===== src/rtl/rob_pkg.sv =====
// Shared types, sizes and tag arithmetic for the reorder buffer.
package rob_pkg;

    localparam int ROB_SZ        = 8;
    localparam int ROB_TAG_WIDTH = 3;
    localparam int TAG_W         = ROB_TAG_WIDTH + 1;
    localparam int XLEN          = 32;
    localparam int REG_IDX_W     = 5;

    typedef logic [TAG_W-1:0]         rob_tag_t;
    typedef logic [ROB_TAG_WIDTH-1:0] rob_idx_t;
    typedef logic [REG_IDX_W-1:0]     reg_idx_t;

    localparam reg_idx_t ZERO_REG  = '0;
    localparam rob_tag_t TAG_NONE  = '0;
    localparam rob_tag_t TAG_FIRST = rob_tag_t'(1);
    localparam rob_tag_t TAG_LAST  = rob_tag_t'(ROB_SZ);

    typedef struct packed {
        logic     has_dest;
        reg_idx_t dest_reg_idx;
        logic     cond_branch;
        logic     uncond_branch;
    } DP_PACKET;

    typedef struct packed {
        rob_tag_t        rob_tag;
        logic [XLEN-1:0] value;
    } CDB_PACKET;

    typedef struct packed {
        logic     branch_valid;
        rob_tag_t rob_tag;
    } BRANCH_PACKET;

    typedef struct packed {
        rob_tag_t rob_tag;
        logic     t_plus;
    } MAP_PACKET;

    typedef struct packed {
        MAP_PACKET map_packet_a;
        MAP_PACKET map_packet_b;
    } MAP_ROB_PACKET;

    typedef struct packed {
        MAP_PACKET rob_new_tail;
        MAP_PACKET rob_head;
        rob_tag_t  tail;
        logic      retire_valid;
    } ROB_MAP_PACKET;

    typedef struct packed {
        logic [XLEN-1:0] value_a;
        logic [XLEN-1:0] value_b;
        logic            ready_a;
        logic            ready_b;
    } ROB_RS_PACKET;

    typedef struct packed {
        logic            valid;
        reg_idx_t        dest_reg_idx;
        logic [XLEN-1:0] value;
    } ROB_RETIRE_PACKET;

    typedef struct packed {
        logic            valid;
        logic            complete;
        logic            has_dest;
        reg_idx_t        dest_reg_idx;
        logic            is_branch;
        logic [XLEN-1:0] value;
    } rob_entry_t;

    // Tags run 1..ROB_SZ and wrap back to 1; tag 0 means "none".
    function automatic rob_tag_t tag_inc(input rob_tag_t t);
        return (t == TAG_LAST) ? TAG_FIRST : t + TAG_FIRST;
    endfunction

    // Storage slot for a tag (tag t lives at index t-1).
    function automatic rob_idx_t tag_idx(input rob_tag_t t);
        rob_tag_t d;
        d = t - TAG_FIRST;
        return d[ROB_TAG_WIDTH-1:0];
    endfunction

    // Distance of a tag from the head, 0 = oldest; wrap-aware.
    function automatic rob_tag_t tag_age(input rob_tag_t t, input rob_tag_t head);
        return (t >= head) ? (t - head) : (t + TAG_LAST - head);
    endfunction

    function automatic logic tag_in_range(input rob_tag_t t);
        return (t != TAG_NONE) && (t <= TAG_LAST);
    endfunction

endpackage


===== src/rtl/rob.sv =====
// Reorder buffer: in-order allocation at the tail, out-of-order completion
// from the CDB, in-order retirement at the head, and branch-recovery squash.
module rob
    import rob_pkg::*;
(
    input  logic             clock,
    input  logic             reset,
    input  logic             dispatch_valid,
    input  DP_PACKET         dp_packet,
    input  CDB_PACKET        cdb_packet,
    input  BRANCH_PACKET     branch_packet,
    input  MAP_ROB_PACKET    map_rob_packet,
    output ROB_MAP_PACKET    rob_map_packet,
    output ROB_RS_PACKET     rob_rs_packet,
    output ROB_RETIRE_PACKET retire_packet,
    output logic             rob_full
);

    rob_entry_t entries_q [ROB_SZ];
    rob_entry_t entries_d [ROB_SZ];
    rob_tag_t   head_q, head_d;
    rob_tag_t   tail_q, tail_d;
    rob_tag_t   count_q, count_d;

    rob_tag_t    new_tail;
    rob_entry_t  head_entry;
    logic        retire;
    logic        accept;
    logic        squash;
    rob_tag_t    squash_age;
    logic [XLEN:0] lookup_a;
    logic [XLEN:0] lookup_b;
    logic        unused_bits;

    // Operand read: a CDB broadcast this cycle takes priority over stored state.
    function automatic logic [XLEN:0] operand_lookup(input rob_tag_t tag,
                                                     input rob_entry_t e,
                                                     input CDB_PACKET cdb);
        if (!tag_in_range(tag))  return '0;
        if (cdb.rob_tag == tag)  return {1'b1, cdb.value};
        if (e.complete)          return {1'b1, e.value};
        return '0;
    endfunction

    // Per-cycle control decisions derived from registered state and inputs.
    always_comb begin
        new_tail   = tag_inc(tail_q);
        head_entry = entries_q[tag_idx(head_q)];
        rob_full   = (count_q == TAG_LAST);
        retire     = head_entry.valid && head_entry.complete;
        accept     = dispatch_valid && !rob_full && !branch_packet.branch_valid;
        squash     = branch_packet.branch_valid && tag_in_range(branch_packet.rob_tag) &&
                     entries_q[tag_idx(branch_packet.rob_tag)].valid;
        squash_age = tag_age(branch_packet.rob_tag, head_q);
    end

    // Next state: completion, then squash, then retire, then allocation.
    always_comb begin
        for (int i = 0; i < ROB_SZ; i++) entries_d[i] = entries_q[i];
        head_d  = head_q;
        tail_d  = tail_q;
        count_d = count_q;

        if (tag_in_range(cdb_packet.rob_tag) && entries_q[tag_idx(cdb_packet.rob_tag)].valid) begin
            entries_d[tag_idx(cdb_packet.rob_tag)].complete = 1'b1;
            entries_d[tag_idx(cdb_packet.rob_tag)].value    = cdb_packet.value;
        end

        // Everything younger than the branch goes; slots beyond the tail are already empty.
        if (squash) begin
            for (int i = 0; i < ROB_SZ; i++) begin
                if (tag_age(rob_tag_t'(i + 1), head_q) > squash_age) begin
                    entries_d[i].valid    = 1'b0;
                    entries_d[i].complete = 1'b0;
                end
            end
            tail_d  = branch_packet.rob_tag;
            count_d = squash_age + TAG_FIRST;
        end

        if (retire) begin
            entries_d[tag_idx(head_q)].valid    = 1'b0;
            entries_d[tag_idx(head_q)].complete = 1'b0;
            head_d  = tag_inc(head_q);
            count_d = count_d - TAG_FIRST;
        end

        if (accept) begin
            entries_d[tag_idx(new_tail)] = '{valid:        1'b1,
                                            complete:     1'b0,
                                            has_dest:     dp_packet.has_dest,
                                            dest_reg_idx: dp_packet.dest_reg_idx,
                                            is_branch:    dp_packet.cond_branch | dp_packet.uncond_branch,
                                            value:        '0};
            tail_d  = new_tail;
            count_d = count_d + TAG_FIRST;
        end
    end

    // State registers; reset empties the buffer and drops same-cycle requests.
    always_ff @(posedge clock) begin
        if (!reset) begin
            head_q  <= TAG_FIRST;
            tail_q  <= TAG_LAST;
            count_q <= '0;
            for (int i = 0; i < ROB_SZ; i++) entries_q[i] <= '0;
        end else begin
            head_q  <= head_d;
            tail_q  <= tail_d;
            count_q <= count_d;
            for (int i = 0; i < ROB_SZ; i++) entries_q[i] <= entries_d[i];
        end
    end

    // Zero-latency outputs to the map table, reservation stations and regfile.
    always_comb begin
        rob_map_packet.rob_new_tail = '{rob_tag: new_tail, t_plus: 1'b0};
        rob_map_packet.rob_head     = '{rob_tag: head_q, t_plus: 1'b0};
        rob_map_packet.tail         = tail_q;
        rob_map_packet.retire_valid = retire;

        lookup_a = operand_lookup(map_rob_packet.map_packet_a.rob_tag,
                                  entries_q[tag_idx(map_rob_packet.map_packet_a.rob_tag)], cdb_packet);
        lookup_b = operand_lookup(map_rob_packet.map_packet_b.rob_tag,
                                  entries_q[tag_idx(map_rob_packet.map_packet_b.rob_tag)], cdb_packet);
        rob_rs_packet.ready_a = lookup_a[XLEN];
        rob_rs_packet.value_a = lookup_a[XLEN-1:0];
        rob_rs_packet.ready_b = lookup_b[XLEN];
        rob_rs_packet.value_b = lookup_b[XLEN-1:0];

        retire_packet.valid        = retire && head_entry.has_dest && (head_entry.dest_reg_idx != ZERO_REG);
        retire_packet.dest_reg_idx = head_entry.dest_reg_idx;
        retire_packet.value        = head_entry.value;
    end

    // Branch flag and t_plus hints are carried but not consumed here.
    always_comb begin
        unused_bits = map_rob_packet.map_packet_a.t_plus ^ map_rob_packet.map_packet_b.t_plus;
        for (int i = 0; i < ROB_SZ; i++) unused_bits = unused_bits ^ entries_q[i].is_branch;
    end

endmodule


===== config.mk =====
export PLATFORM = sky130hd
export DESIGN_NAME = rob
export DESIGN_NICKNAME = d
export VERILOG_FILES = /design/src/rtl/rob_pkg.sv /design/src/rtl/rob.sv
export SDC_FILE = /design/constraint.sdc
export NUM_CORES = 1
export LEC_CHECK = 0
export CAP_MARGIN = 5
export CORE_AREA = 5 5 246 248
export DETAILED_ROUTE_END_ITERATION = 8
export DIE_AREA = 0 0 251 253
export GPL_TIMING_DRIVEN = 0
export PLACE_DENSITY = 0.6
export SLEW_MARGIN = 20
export SYNTH_ARGS = -nofsm -noshare
export SYNTH_HDL_FRONTEND = slang
export SYNTH_SLANG_ARGS = --single-unit

===== constraint.sdc =====
create_clock -name clock -period 5 [get_ports clock]
set_clock_uncertainty 0.05 [all_clocks]
set_input_delay 0.5 -clock clock [delete_from_list [all_inputs] [get_ports clock]]
set_output_delay 0.5 -clock clock [all_outputs]
set_load 0.02 [all_outputs]

Yosys cells after proc, flatten, opt, wreduce, memory -nomap -nowiden --
Memories as Yosys holds them, arrays and structs flattened. Index checks and enable logic that the tools add are counted.
Storage, ports and cells: memories 1, bits of input ports 62, logic and storage cells 183, memory bits (writable) 328, bits in registers 12, output and inout port bits 120
Cells by class: reduce and logical (&&, ||, !) cells 23, bitwise gates (word level) 12, add/sub/neg operators 30, order comparisons 27, equality and inequality tests 5, muxes and demuxes 82
Memory list:
- entries_q | words 8, bits a word 41, rd ports 13, clocked after memory_dff 0, write ports 8, line rob.sv:19 | rob_entry_t entries_q [ROB_SZ];
Operators by type and width (number):
- bitwise mux 328 bit | 5
- two-way mux 328 bit | 3
- demux 41 bit (select 3 bit) | 5
- two-way mux 41 bit | 10
- two-way mux 33 bit | 12
- two-way mux 40 bit | 2
- two-way mux 4 bit | 16
- > comparator 4 bit | 8
- two-way mux 2 bit | 16
- two-way mux 32 bit | 1
- subtractor 4 bit, first input constant | 8
- subtractor 3 x 1 -> 3 bit, second input constant | 6
- adder 4 x 1 -> 4 bit, second input constant | 4
- greater-or-equal comparator 3 x 4 -> 1 bit, first input constant | 4
- less-or-equal comparator 4 bit, second input constant | 4
- nonzero test 4 bit | 4
- subtractor 3 x 4 -> 4 bit, first input constant | 4
- logical AND 1 bit | 15
- equality test 4 bit, second input constant | 3
- greater-or-equal comparator 4 bit, second input constant | 3
- < comparator 4 x 1 -> 1 bit, second input constant | 3
- two-way mux 1 bit | 12
- inverter 3 -> 4 bit | 3
- OR 1 bit | 9
- other kinds (13) | 19

Depth between registers and ports, before layout --
Gate-level depths: netlist of run 1.
depth in word-level cells 17, depth in mapped cells 15, depth with buffers taken out 15

Least setup slack after synthesis of run 1 --
No wires, ideal clock.
path kind in2out, start point input port map_rob_packet[1] (netlist bit), end point output port rob_rs_packet[10] (netlist bit), stages on the path 13, setup slack 434 ps, required time 4450 ps, path buffers 6, arrival time 4016 ps, cells stage by stage clkbuf_1 -> buf_2 -> buf_1 -> clkbuf_1 -> inv_1 -> ha_1 -> buf_1 -> mux4_2 -> mux2i_1 -> nand2_1 -> nand2_1 -> clkbuf_1 -> a211oi_1
RTL lines:
- start, declared | line rob.sv:12 | input MAP_ROB_PACKET map_rob_packet,
- end, declared | line rob.sv:14 | output ROB_RS_PACKET rob_rs_packet,

==> results of run 1 <==
-- repair_timing --
item                                    4_1_cts  5_1_grt
resized for setup                           164       22
pin swaps                                     5        0
cloned                                        0        0
endpoints found under the setup margin      106       83
buffers inserted                              9        0
-- path summary, 6_finish.rpt --
path | from | end | slack (ns) | cells past startpoint
setup / recovery | map_rob_packet[6] | rob_rs_packet[58] | -0.02 | 12
hold / removal | cdb_packet[4] | entries_q[7][4]$_SDFF_PN0_ | 0.30 | 3
setup reg to reg | head_q[1]$_SDFFE_PN0P_ | entries_q[2][40]$_SDFF_PN0_ | 0.80 | 13
hold reg to reg | entries_q[6][20]$_SDFF_PN0_ | entries_q[6][20]$_SDFF_PN0_ | 0.43 | 2
-- power by group --
| group | leakage [µW] | internal [µW] | switching (µW) | total [µW] |
|---|---|---|---|---|
| logic | 0.00517 | 251 | 579 | 830 |
| clock network | 0.000654 | 1780 | 1240 | 3010 |
| registers | 0.00267 | 2660 | 14.9 | 2680 |
| total | 0.00849 | 4690 | 1830 | 6520 |
-- state kept, by name (all words and copies together), names as in the netlist --
register,cells
tail_q,4
head_q,4
count_q,4
entries_q,320
-- worst max-delay path, stage by stage --
cell and delay, ns:
clkbuf_1 0.25, buf_6 0.30, clkbuf_8 0.34, buf_6 0.27, inv_1 0.10, ha_1 0.24
xor2_2 0.63, clkbuf_2 0.41, buf_8 0.20, mux2i_1 0.11, a211oi_1 0.41, clkdlybuf4s50_1 0.68
-- kinds of logic after synthesis --
| kind of cell | share of synthesized area, % |
|---|---|
| xor+xnor | 1.44 |
| other cells | 0.0187 |
| buf+inv | 5.16 |
| flops | 33.2 |
| compound gates | 16.6 |
| fa+ha+maj | 3.38 |
| simple gates | 16.5 |
| mux | 23.6 |
-- layer usage --
metal,wire length (µm),track usage [%],vias to the layer above
met5,106,0,-
met1,33700,35.6,9926
met4,7200,17.0,16
met3,14400,10.5,461
met2,41400,44.1,1831
li1,-,-,8691
-- cells in the mapped netlist, types with 3 or more instances --
| cell | instances |
|---|---|
| fa_1 | 5 |
| a21oi_1 | 286 |
| clkbuf_1 | 192 |
| mux2_4 | 3 |
| o2111a_1 | 4 |
| xor2_1 | 10 |
| buf_2 | 9 |
| a221oi_1 | 11 |
| nand3b_1 | 4 |
| a211oi_1 | 69 |
| nor2b_1 | 6 |
| a22o_1 | 9 |
| inv_1 | 34 |
| buf_4 | 4 |
| a41oi_1 | 4 |
| dfxtp_1 | 332 |
| nor3b_1 | 5 |
| o21ai_1 | 6 |
| a31oi_1 | 6 |
| nand2_1 | 563 |
| ha_1 | 46 |
| a21o_1 | 10 |
| nand2b_1 | 7 |
| nor2_1 | 151 |
| nand4_1 | 32 |
| nor3_1 | 7 |
| buf_1 | 24 |
| a22oi_1 | 100 |
| o221ai_1 | 10 |
| o21ai_0 | 7 |
| and3_1 | 8 |
| and4_1 | 3 |
| mux2i_1 | 148 |
| mux4_2 | 139 |
| nand3_1 | 17 |
| mux2_2 | 4 |
| xnor2_1 | 21 |
-- stage by stage --
| step | area [µm²] | cells |
|---|---|---|
| 2_1_floorplan | 20000 | 2325 |
| 5_1_grt | 24300 | 3309 |
| 4_1_cts | 24200 | 3308 |
| 6_report | 24300 | 3314 |
| 3_5_place_dp | 22400 | 3232 |
| 3_3_place_gp | 22300 | 3231 |
-- area by class of cell --
type | count | share of cell area [%]
diodes | 7 | 0.0721
plain buffers | 228 | 4.84
clock buffers | 55 | 4.81
clock inverters | 13 | 0.587
inverters | 36 | 0.557
multi-input cells | 1727 | 51.8
flip-flops and latches | 332 | 27.4
well taps | 773 | 3.98
repair buffers | 143 | 5.95
==> impl_metrics.yaml, run 1 <==
status:
  status: "finished with violations"
  failed_checks: "design-rule violations, negative setup slack"
floorplanning:
  die_w_um: 251
  io_pins: 182
  die_h_um: 253
  num_rows: 89
  core_um2: 58200
  fp.dieArea_um2: 63500
  initial_utilization_pct: 34.4
timing:
  min_period_over_period_pct: 100
  worst_slack_ns: -0.0225
  max_freq_ghz: 0.199
  tns_ns: -0.0486
  setup_viol: 3
  fin_crit_ns: 5.02
  worst_slew_pin_slew_ns: 1.19
  whs_ns: 0.303
  rsz0062_at_grt: "false"
  finalMaxSlewViolations: 0
  max-slew-margin-rel_pct: 19.8
  hold_violations: 0
global_route:
  grt.total_usage_pct: 29.0
  antenna_found_initial: 14
  grt_pass1_wl_mm: 137
  grt_max_degree: 13
  grt_overflow: 0
  grt_pass1_vias: 19900
setup_path:
  worstSetupStartpointType: "input pin"
  crit_arrival_ns: 4.47
  worstSetupEndpointType: "primary output"
  path_max_fanout: 10
  required_ns: 4.45
  criticalPathCategory: "in -> out"
clock_network:
  cts_buffers: 39
  clk_latency_ns: 0.57
  hold_buffers: 0
  clock_sinks: 332
  htree_num_levels: 2
  cts_root_buf: "clkbuf_16"
  clk_pin_slew_ns: 0.06
  cts_tree: "yes"
  max-clock-path-buffers: 3
run:
  drv_cap: 0
power:
  power_density_nw_per_um2: 268
  p_total_uw: 6520
  peakVddDrop_mv: 0.203
  power.leakage_uw: 0.00849
placement:
  place_ws_ns: -2.40
  gp_congestion: 0.984
  dp_hpwl_mm: 64.9
  portBuffers: 133
layout:
  multi_input_area_um2: 12600
  final_cell_mix: "nand2_1 (561), dfxtp_1 (331), a21oi_1 (286)"
  drive_above_1_share_pct: 13.5
  syn2layout_area_growth_pct: 21.3
  final_util_pct: 41.7
  fillerInstances: 5719
  seq_area_um2: 6650
  nNetsFinal: 2620
  final_common_cell: "nand2_1"
synth:
  ys_seq_area_share_pct: 33.2
  synth_edf_count: 0
  avgSynthCellArea_um2: 8.61
  synth_warnings: 0
  synth_seq_cells: 332
  synth_top_area_share_pct: 33.2
  ys.flop_type: "dfxtp_1"
  synth_top_cell_by_area: "dfxtp_1"
  syn_area_um2: 20000
  synth_cells: 2323
  ys_async_sr_fraction_pct: 0
  synth_area_leaders: "dfxtp_1 (33%), mux4_2 (16%), nand2_1 (11%)"
  synth.distinct_cells: 59
routing:
  drtAntennaViolNets: 0
  firstDrtPassIters: 8
  wl_mm: 96.8
  drcViolationCount: 1
  drt_iter0_drc: 3683
  avgRoutedWirePerCell_um: 29.2
  viasPerCell: 6.31
  vias: 20900
worst_hold_path:
  hold_path_class: "in -> reg"
Note: power is estimated with default switching activity, not from simulation.
==> run 2, diff against run 1 <==
--- a/config.mk
+++ b/config.mk
@@ -10,8 +10,7 @@
 export DETAILED_ROUTE_END_ITERATION = 8
 export DIE_AREA = 0 0 251 253
 export GPL_TIMING_DRIVEN = 0
-export PLACE_DENSITY = 0.6
-export SLEW_MARGIN = 20
+export PLACE_DENSITY_LB_ADDON = 0.15
 export SYNTH_ARGS = -nofsm -noshare
 export SYNTH_HDL_FRONTEND = slang
 export SYNTH_SLANG_ARGS = --single-unit
==> impl_metrics.yaml, run 2 (same netlist as run 1, synthesis figures left out) <==
setup_path:
  path_max_fanout: 10
  crit_arrival_ns: 4.37
  r2r.worst_path.cells: 13
  worstSetupStartpointType: "input pin"
  criticalPathCategory: "in -> out"
  required_ns: 4.45
  worstSetupEndpointType: "primary output"
clock_network:
  htree_num_levels: 2
  clk_pin_slew_ns: 0.06
  cts_tree: "yes"
  clk_latency_ns: 0.56
  cts_root_buf: "clkbuf_16"
  clock_sinks: 332
  cts_buffers: 41
  max-clock-path-buffers: 3
timing:
  min_period_over_period_pct: 98.4
  finalMaxSlewViolations: 0
  max_freq_ghz: 0.203
  worst_slew_pin_slew_ns: 1.42
  worst_slack_ns: 0.0783
  hold_violations: 0
  fin_crit_ns: 4.92
  max-slew-margin-rel_pct: 5.32
  setup_viol: 0
routing:
  wl_mm: 99.6
  drcViolationCount: 0
  drtAntennaViolNets: 0
  avgRoutedWirePerCell_um: 30.0
  vias: 20300
  firstDrtPassIters: 6
  viasPerCell: 6.12
  drt_iter0_drc: 2696
power:
  swShare_pct: 27.6
  power_switching_uw: 1880
  p_int_uw: 4920
  power_density_nw_per_um2: 277
  pwr-share-seq_pct: 39.3
  comb_power_share_pct: 12.6
  p_clk_share_pct: 48.1
  p_total_uw: 6800
  power.leakage_uw: 0.00852
  peakVddDrop_mv: 0.258
layout:
  nNetsFinal: 2629
  final_cell_mix: "nand2_1 (561), dfxtp_1 (331), a21oi_1 (286)"
  top_register: "entries_q"
  final_common_cell: "nand2_1"
  antenna_cells: 0
  drive_above_1_share_pct: 13.7
  largest_register_ffs: 320
  fin_area_um2: 24500
  syn2layout_area_growth_pct: 22.6
  fillerInstances: 5758
run:
  drv_cap: 0
placement:
  gp_congestion: 0.950
  place_ws_ns: -3.14
  place_area_um2: 22500
  dp_hpwl_mm: 67.6
  portBuffers: 133
floorplanning:
  die_w_um: 251
  io_pins: 182
  initial_utilization_pct: 34.4
  core_um2: 58200
  fp.dieArea_um2: 63500
  num_rows: 89
  die_h_um: 253
global_route:
  antenna_found_initial: 3
  grt_pass1_wl_mm: 140
  grt_overflow: 0
  grt_max_degree: 13
  grt_pass1_vias: 19600
  grt.total_usage_pct: 30.1
worst_hold_path:
  hold_path_class: "in -> reg"
  min_path_cells: 3
status:
  status: "finished clean"
[run 2: changes by cell type in the layout (fill, tap and decap cells not counted), sizes merged, moves of 2 or more]
cell and change:
buf +9, diode -7, dlymetal6s2s -6, clkdlybuf4s50 +4, bufinv +3, dlygate4sd2 +2
[run 2: final cells by class]
cell class | instances | area, µm² | share of cell area, %
buffer | 229 | 1200 | 4.91
sequential | 332 | 6650 | 27.1
inverter | 36 | 135 | 0.551
multi-input combinational | 1727 | 12600 | 51.2
tap | 773 | 967 | 3.94
clock buffer | 57 | 1210 | 4.93
timing repair buffer | 149 | 1550 | 6.31
clock inverter | 18 | 246 | 1.00
[run 2: final timing paths]
kind                                  to  slack (ns)                  startpoint
min reg2reg   entries_q[6][2]$_SDFF_PN0_        0.43  entries_q[6][2]$_SDFF_PN0_
max                    rob_rs_packet[14]        0.08           map_rob_packet[1]
min          entries_q[6][10]$_SDFF_PN0_        0.29              cdb_packet[10]
max reg2reg  entries_q[3][40]$_SDFF_PN0_        0.83      head_q[1]$_SDFFE_PN0P_
[run 2: repair_timing]
item | 4_1_cts | 5_1_grt
hold buffers | 0 | 0
resized for setup | 191 | 22
hold endpoints to repair | 0 | 0
pin swaps | 5 | 0
buffers inserted | 8 | 0
endpoints found under the setup margin | 108 | 83
[run 2: worst max-delay path: stages]
cell and delay (ns):
clkbuf_2 0.19, buf_6 0.29, buf_6 0.29, clkbuf_8 0.30, inv_1 0.09, ha_1 0.34
buf_2 0.41, buf_4 0.38, mux4_2 0.25, mux2i_1 0.06, a211oi_1 0.50, clkdlybuf4s50_1 0.73
[run 2: power groups by stage]
stage                     logic [µW]  registers [µW]  clock network (µW)
final                            856            2680                3270
after global routing             880            2680                3380
after global placement           787            2730                   0
after CTS                        830            2680                3280
after floorplan                  449            2730                   0
after detailed placement         811            2730                   0
[run 2: layer usage]
layer	GRT usage, %	up-vias	share of wire (%)
li1	-	8720	-
met1	36.5	9798	37
met2	47.6	1419	45
met3	8.85	373	12
met4	17.9	2	7.2
met5	0	-	0.013
[run 2: metrics by stage]
step           utilization [%]  instances  hold WS (ns)  setup TNS [ns]
5_1_grt                   42.1       3321         0.318        -0.00226
3_5_place_dp              38.6       3238         0.424         -227.02
2_1_floorplan                -       2325         0.402               0
6_report                  42.1       3321         0.291               0
4_1_cts                   42.0       3320         0.280               0
3_3_place_gp              38.3       3231         0.417         -242.86
==> run 3, diff against run 2 <==
--- a/config.mk
+++ b/config.mk
@@ -11,6 +11,7 @@
 export DIE_AREA = 0 0 251 253
 export GPL_TIMING_DRIVEN = 0
 export PLACE_DENSITY_LB_ADDON = 0.15
+export SETUP_SLACK_MARGIN = 0.5
 export SYNTH_ARGS = -nofsm -noshare
 export SYNTH_HDL_FRONTEND = slang
 export SYNTH_SLANG_ARGS = --single-unit
==> impl_metrics.yaml, run 3 (same netlist as run 1, synthesis figures left out) <==
timing:
  hold_violations: 0
  tns_ns: 0
  rsz0062_at_grt: "true"
  setup_viol: 0
  min_period_over_period_pct: 92.4
  fin_crit_ns: 4.62
  max-slew-margin-rel_pct: 13.2
  finalMaxSlewViolations: 0
  worst_slew_pin_slew_ns: 1.30
  max_freq_ghz: 0.217
  worst_slack_ns: 0.381
  whs_ns: 0.298
setup_path:
  crit_path_top_delay_cell: "clkdlybuf4s50_1"
  timing.rr.start: "head_q[2]$_SDFFE_PN0P_"
  startpoint: "map_rob_packet[1]"
  worstSetupEndpointType: "primary output"
  worstSetupStartpointType: "input pin"
  critPathTopFamily: "buffers and inverters"
  slowest_delay_ns: 0.74
  crit_arrival_ns: 4.07
  criticalPathCategory: "in -> out"
  required_ns: 4.45
  cp_num_buf_inv: 8
  worst_path_most_repeated_cell: "buf_8"
  path_max_fanout: 10
  worstPathCellList: "clkbuf_2 -> buf_8 -> buf_8 -> buf_8 -> inv_1 -> ha_1 -> clkbuf_4 -> buf_6 -> mux4_2 -> mux2i_1 -> a211oi_1 -> clkdlybuf4s50_1"
worst_hold_path:
  hold_path_startpoint: "cdb_packet[10]"
  hold_path_class: "in -> reg"
global_route:
  antenna_found_initial: 2
  grt_pass1_vias: 19800
  grt_max_degree: 13
  grt_overflow: 0
  grt.total_usage_pct: 30.2
  grt_pass1_wl_mm: 141
clock_network:
  clk_pin_slew_ns: 0.06
  clock_sinks: 332
  cts_root_buf: "clkbuf_16"
  clk_latency_ns: 0.57
  cts_tree: "yes"
  cts_buffers: 41
  htree_num_levels: 2
  max-clock-path-buffers: 3
layout:
  syn2layout_area_growth_pct: 24.2
  top_register: "entries_q"
  final_common_cell: "nand2_1"
  drive_above_1_share_pct: 14.6
  largest_register_ffs: 320
  final_cell_mix: "nand2_1 (561), dfxtp_1 (330), a21oi_1 (286)"
  nNetsFinal: 2632
  fillerInstances: 5748
power:
  p_int_uw: 4930
  peakVddDrop_mv: 0.256
  p_clk_share_pct: 47.9
  power_switching_uw: 1880
  power_density_nw_per_um2: 274
  pwr-share-seq_pct: 39.3
  swShare_pct: 27.6
  power.leakage_uw: 0.00934
  comb_power_share_pct: 12.8
routing:
  firstDrtPassIters: 5
  wl_mm: 99.9
  drcViolationCount: 0
  avgRoutedWirePerCell_um: 30.1
  drtAntennaViolNets: 0
  vias: 20300
  viasPerCell: 6.11
  drt_iter0_drc: 2609
placement:
  gp_congestion: 0.950
  dp_hpwl_mm: 67.6
  portBuffers: 133
  place_ws_ns: -3.14
floorplanning:
  core_um2: 58200
  io_pins: 182
  die_h_um: 253
  fp.dieArea_um2: 63500
  die_w_um: 251
  num_rows: 89
  initial_utilization_pct: 34.4
status:
  status: "finished clean"
run:
  drv_cap: 0
-- run 3: power groups by stage --
stage	Sequential (µW)	Combinational (µW)	Clock, µW
finish	2680	873	3260
global route	2680	897	3380
CTS	2680	843	3280
detailed placement	2730	811	0
global placement	2730	787	0
floorplan	2730	449	0
-- run 3: metrics by stage --
stage / power (µW) / cells / util [%] / cell area [µm²]
3_3_place_gp: 3520 / 3231 / 38.3 / 22300
6_report: 6810 / 3325 / 42.7 / 24800
2_1_floorplan: 3180 / 2325 / - / 20000
5_1_grt: 6960 / 3324 / 42.7 / 24800
4_1_cts: 6790 / 3322 / 42.4 / 24700
3_5_place_dp: 3550 / 3238 / 38.6 / 22500
-- run 3: timing repair --
item                                   in CTS  in global routing
resized for setup                         335                 49
hold buffers                                0                  0
endpoints found under the hold margin       0                  0
setup endpoints to repair                 121                 67
pin swaps                                   6                  2
setup buffers                               9                  1
-- run 3: layer usage --
layer	GRT usage, %	wire, µm	up-vias
li1	-	-	8717
met5	0	28	-
met3	9.16	11500	397
met2	47.7	44400	1372
met4	18.2	7560	4
met1	36.3	36400	9831
-- run 3: layout make-up --
cell class,count,area (µm²),share of cell area (%)
well taps,773,967,3.89
plain buffers,230,1420,5.73
clock buffers,57,1210,4.86
multi-input cells,1727,12700,50.9
diodes,1,2.50,0.0101
flip-flops and latches,332,6650,26.8
inverters,36,135,0.544
repair buffers,151,1560,6.28
clock inverters,18,246,0.992
-- run 3: path summary, 6_finish.rpt --
kind                                                    end  slack (ns)  depth (start not counted)
worst min-delay path            entries_q[6][10]$_SDFF_PN0_        0.30                          3
worst max-delay path                      rob_rs_packet[14]        0.38                         12
worst max register to register  entries_q[2][40]$_SDFF_PN0_        1.01                         13
worst min register to register  entries_q[4][13]$_SDFF_PN0_        0.44                          2
-- run 3: worst register-to-register path: stages (launching register included) --
cell,delay [ns]
dfxtp_1,0.50
buf_4,0.25
inv_1,0.18
ha_1,0.43
inv_1,0.08
fa_1,0.39
xnor2_1,0.14
mux2i_1,0.72
ha_1,0.39
o21ai_0,0.09
nand2b_1,0.07
a32oi_1,0.38
nand2_1,0.09
a21oi_1,0.14
